[src/rtl/pio_bank.sv]
// Memory-mapped parallel I/O bank: debounced inputs with edge capture and a
// maskable level irq, plus an output register with atomic set/clear.

module pio_debounce #(
  parameter int DEBOUNCE_CYCLES = 1000
) (
  input  logic i_clk,
  input  logic i_rst,
  input  logic i_raw,
  output logic o_stable,
  output logic o_rise,
  output logic o_fall
);
  localparam int CW = $clog2(DEBOUNCE_CYCLES + 1);
  localparam logic [CW-1:0] LAST = CW'(DEBOUNCE_CYCLES - 1);

  logic          r_s1, r_s2, r_stable;
  logic [CW-1:0] r_cnt;
  logic          w_upd;

  // Accept on the cycle the count would reach DEBOUNCE_CYCLES
  assign w_upd = (r_s2 != r_stable) && (r_cnt == LAST);

  always_ff @(posedge i_clk or posedge i_rst) begin
    if (i_rst) begin
      r_s1     <= 1'b0;
      r_s2     <= 1'b0;
      r_stable <= 1'b0;
      r_cnt    <= '0;
    end else begin
      r_s1 <= i_raw;
      r_s2 <= r_s1;
      if (r_s2 == r_stable) begin
        r_cnt <= '0;
      end else if (w_upd) begin
        r_stable <= r_s2;
        r_cnt    <= '0;
      end else begin
        r_cnt <= r_cnt + 1'b1;
      end
    end
  end

  assign o_stable = r_stable;
  assign o_rise   = w_upd & r_s2;
  assign o_fall   = w_upd & ~r_s2;
endmodule

module pio_bank #(
  parameter int IN_WIDTH        = 4,
  parameter int OUT_WIDTH       = 8,
  parameter int DEBOUNCE_CYCLES = 1000
) (
  input  logic                 clk_clk,
  input  logic                 reset_reset,
  input  logic [2:0]           address,
  input  logic                 read,
  input  logic                 write,
  input  logic [31:0]          writedata,
  output logic [31:0]          readdata,
  output logic                 irq,
  input  logic [IN_WIDTH-1:0]  pio_in,
  output logic [OUT_WIDTH-1:0] pio_out
);
  localparam logic [5:0] IW6 = 6'(IN_WIDTH);
  localparam logic [5:0] OW6 = 6'(OUT_WIDTH);

  logic [IN_WIDTH-1:0]  w_stable, w_rise, w_fall, w_evt, w_clr;
  logic [OUT_WIDTH-1:0] r_data_out;
  logic [IN_WIDTH-1:0]  r_mask, r_cap, r_sel;
  logic [31:0]          r_readdata, w_rdata;
  logic                 w_unused;

  pio_debounce #(.DEBOUNCE_CYCLES(DEBOUNCE_CYCLES)) u_db [IN_WIDTH-1:0] (
    .i_clk    (clk_clk),
    .i_rst    (reset_reset),
    .i_raw    (pio_in),
    .o_stable (w_stable),
    .o_rise   (w_rise),
    .o_fall   (w_fall)
  );

  // EDGE_SEL bit = 0 selects rising, 1 selects falling, per channel
  assign w_evt = (w_rise & ~r_sel) | (w_fall & r_sel);
  assign w_clr = (write && address == 3'd3) ? writedata[IN_WIDTH-1:0] : '0;

  always_comb begin
    w_rdata = '0;
    case (address)
      3'd0: w_rdata = 32'(w_stable);
      3'd1: w_rdata = 32'(r_data_out);
      3'd2: w_rdata = 32'(r_mask);
      3'd3: w_rdata = 32'(r_cap);
      3'd4: w_rdata = 32'(r_sel);
      3'd7: w_rdata = {16'd0, 2'd0, OW6, 2'd0, IW6};
      default: w_rdata = '0;
    endcase
  end

  always_ff @(posedge clk_clk or posedge reset_reset) begin
    if (reset_reset) begin
      r_data_out <= '0;
      r_mask     <= '0;
      r_cap      <= '0;
      r_sel      <= '0;
      r_readdata <= '0;
    end else begin
      if (read) r_readdata <= w_rdata;
      // Capture event wins over a same-cycle W1C on that bit
      r_cap <= (r_cap & ~w_clr) | w_evt;
      if (write) begin
        case (address)
          3'd1: r_data_out <= writedata[OUT_WIDTH-1:0];
          3'd2: r_mask     <= writedata[IN_WIDTH-1:0];
          3'd4: r_sel      <= writedata[IN_WIDTH-1:0];
          3'd5: r_data_out <= r_data_out | writedata[OUT_WIDTH-1:0];
          3'd6: r_data_out <= r_data_out & ~writedata[OUT_WIDTH-1:0];
          default: ;
        endcase
      end
    end
  end

  assign w_unused = &{1'b0, writedata};
  assign readdata = r_readdata;
  assign pio_out  = r_data_out;
  assign irq      = |(r_cap & r_mask);
endmodule

[config.mk]
export PLATFORM = sky130hd
export DESIGN_NAME = pio_bank
export DESIGN_NICKNAME = d
export VERILOG_FILES = /design/src/rtl/pio_bank.sv
export SDC_FILE = /design/constraint.sdc
export NUM_CORES = 1
export LEC_CHECK = 0
export CORE_ASPECT_RATIO = 1.2
export CORE_UTILIZATION = 63
export CTS_CLUSTER_DIAMETER = 40
export CTS_CLUSTER_SIZE = 25
export DETAILED_ROUTE_END_ITERATION = 12
export DONT_BUFFER_PORTS = 1
export PLACE_DENSITY = 0.79
export SLEW_MARGIN = 20
export SYNTH_ARGS = -nofsm -noshare
export SYNTH_HDL_FRONTEND = slang
export SYNTH_SLANG_ARGS = --single-unit
[constraint.sdc]
create_clock -name clk_clk -period 3.74 [get_ports clk_clk]
set_clock_uncertainty 0.2 [all_clocks]
set_input_delay 0.748 -clock clk_clk [delete_from_list [all_inputs] [get_ports clk_clk]]
set_output_delay 0.748 -clock clk_clk [all_outputs]
set_load 0.05 [all_outputs]
==> impl_metrics.json <==
{
  "status": "completed",
  "yosys-top-cells-count": "dfrtp_1 (81), nor2_1 (47), nand2_1 (40)",
  "cts_tree": "done",
  "final_nets": 462,
  "start_util_pct": 66.1,
  "hold_path_depth": 0,
  "dp.cells": 486,
  "crit_type": "reg -> out",
  "cp_data_required_time_ns": 2.79,
  "syn2layout_area_growth_pct": 5.16,
  "synth-seq-cells": 81,
  "vias": 2859,
  "synth_most_common_cell": "dfrtp_1",
  "path_buf_inv": 0,
  "numClockSinks": 81,
  "ir_drop_mv": 0.276,
  "syn_area_um2": 4050,
  "post_cts_buffers": 0,
  "synthesis.instances": 411,
  "ys_types": 44,
  "dieWidth_um": 75.2,
  "reg2reg_depth": 5,
  "cts_resized": 0,
  "port_buffers": 0,
  "crit_family": "flip-flops",
  "r2r_start": "u_db[0].r_cnt[0]",
  "grt_pass1_wl_um": 12400,
  "path_cells": "a22oi_1 > nand2_1",
  "gp_congestion": 0.810,
  "ios": 84,
  "swShare_pct": 26.8,
  "period_share_pct": 60.8,
  "min-delay-start": "u_db[2].r_s1",
  "rsz0062_at_grt": "no",
  "worst_slew_pin_slew_ns": 0.914,
  "min_period_ns": 2.27,
  "drtPass1Iterations": 4,
  "antenna_found_initial": 0,
  "synth_area_per_cell_um2": 9.86,
  "yosys.area.top_type": "dfrtp_1",
  "drive_above_1_share_pct": 10.3,
  "max_freq_ghz": 0.440,
  "dieArea_um2": 6760,
  "grt_pass1_vias": 2672,
  "cp.arrival_ns": 1.33,
  "antennaDiodeCount": 0,
  "fin_cells": 501,
  "fp.dieH_um": 89.9,
  "maxCapViolCount": 0,
  "leakagePower_nw": 1.83,
  "async_reset_ff_share_pct": 100,
  "cp_slowest_cell": "dfrtp_1",
  "dp_slack_ns": 1.60,
  "r2r_slack_ns": 1.92,
  "numCtsBuffers": 9,
  "synth_ff_type": "dfrtp_1",
  "internal-power_w": 0.00137,
  "grt_overflow": 0,
  "fin_area_um2": 4260,
  "wl_per_cell_um": 15.3,
  "wl_um": 7660,
  "critical_path.endpoint_type": "output port",
  "hold_path.class": "reg -> reg",
  "power_frac_seq_pct": 53.3,
  "clk_latency_ns": 0.35,
  "vias_per_cell": 5.71,
  "seq_area_frac_synth_pct": 50.0,
  "postLayoutSetupSlackWorst_ns": 1.47,
  "synth-edff-count": 0,
  "netSwitchingPower_w": 0.000500,
  "placed_cell_area_um2": 4040,
  "max_stage_delay_ns": 0.41,
  "setup_viol": 0,
  "hold_viol": 0,
  "core_area_um2": 6130,
  "hold_buffers": 0,
  "hpwl_um": 5470,
  "clockPowerShare_pct": 37.5,
  "track_usage_pct": 24.6,
  "min_to": "u_db[2].r_s2",
  "critPathMaxFanout": 3,
  "synth_warnings": 0,
  "p_comb_share_pct": 9.3,
  "rows": 31,
  "htree_levels": 3,
  "synth_area_leaders": "dfrtp_1 (50%), mux2_2 (4.7%), xnor2_1 (4.5%)",
  "powerDensity_nw_per_um2": 438,
  "maxSlewHeadroom_pct": 39.0,
  "clkTransAtPathRegs_ns": 0.08,
  "fillers": 491,
  "crit_path_start_kind": "flip-flop",
  "setup_tns_ns": 0,
  "root_buffer": "clkbuf_8",
  "timing.rr.end": "u_db[0].o_stable",
  "drtIter0Drc": 182,
  "drc": 0,
  "cts_buffer_depth": 2,
  "drtAntennaViolNets": 0,
  "grt_max_degree": 54,
  "synth_top_area_share_pct": 50.0,
  "maxSlewViolCount": 0
}
how the worst max path moves through the flow:
stage	cells past startpoint	from	slack, ns	to
after CTS	2	r_cap[2]	1.45	irq
after global routing	2	r_cap[2]	1.41	irq
after global placement	3	address[0]	1.62	r_sel[2]
after floorplan	1	reset_reset	0.71	pio_out[0]
after detailed placement	3	address[0]	1.60	r_sel[0]
final	2	r_cap[2]	1.47	irq
through the flow:
| stage | utilization, % | hold slack (ns) | total power (W) |
|---|---|---|---|
| after detailed placement | 66.0 | 0.139 | 0.00119 |
| after CTS | 69.5 | 0.152 | 0.00188 |
| after global routing | 69.5 | 0.147 | 0.00194 |
| after global placement | 66.0 | 0.132 | 0.00118 |
| final | 69.5 | 0.144 | 0.00187 |
| after floorplan | - | 0.131 | 0.00118 |
cells by family (layout without fill, tap and decap cells):
family                     count (synthesis)  after routing  share of synthesized area [%]
DFF                                       81             81                           50.0
other                                      1             23                         0.0925
AOI/OAI and AO/OA                         68             68                           10.2
and+or+nand+nor                          163            163                           20.1
muxes                                     18             18                           4.97
xor gates and xnor gates                  32             32                           6.92
adders and majority gates                  4              4                           1.23
buffers and inverters                     44             30                           6.39
registers in the layout, summed over array words and instances, names as in the netlist:
register and flops:
r_mask 4, r_sel 4, u_db.o_stable 4, u_db.r_cnt 40, r_cap 4, pio_out 8, u_db.r_s1 4, u_db.r_s2 4
readdata 9
cell usage in the layout (no fill, tap or decap), drive strengths merged, types with 8 or more instances in the layout:
cell type  count
conb          23
a21oi         28
a211oi         8
o21ai         12
and3           9
clkbuf        10
inv           12
nor2          47
dfrtp         81
nand2         40
nand3         28
mux2          17
nor3          10
xor2          11
xnor2         21
power groups by stage:
stage               registers, W  logic (W)  clock network (W)
floorplan                0.00100   0.000179                  0
global placement         0.00101   0.000169                  0
detailed placement       0.00101   0.000174                  0
CTS                     0.000994   0.000175           0.000710
global route             0.00100   0.000194           0.000744
finish                  0.000994   0.000173           0.000699
routing by layer:
| layer | global-route usage [%] | vias to the layer above | wire length (µm) | part of all wire, % |
|---|---|---|---|---|
| met1 | 31.1 | 1393 | 3230 | 42 |
| met5 | 0 | - | 0 | 0 |
| met2 | 39.0 | 56 | 3890 | 51 |
| met3 | 7.06 | 12 | 384 | 5.0 |
| li1 | - | 1398 | - | - |
| met4 | 10.2 | 0 | 144 | 1.9 |
worst register-to-register path, stage by stage, from the launching register on:
cell,delay [ns]
dfrtp_1,0.39
ha_1,0.25
and4bb_2,0.26
nand2_1,0.10
nor2_1,0.16
mux2_2,0.35
cell type report:
type,count,area [µm²],area share [%]
well taps,82,103,2.41
clock buffers,10,138,3.23
multi-input cells,308,1850,43.4
repair buffers,2,15.0,0.352
inverters,13,50.0,1.17
clock inverters,5,80.1,1.88
flip-flops and latches,81,2030,47.6
No activity file was read; power rests on OpenSTA's default activity.
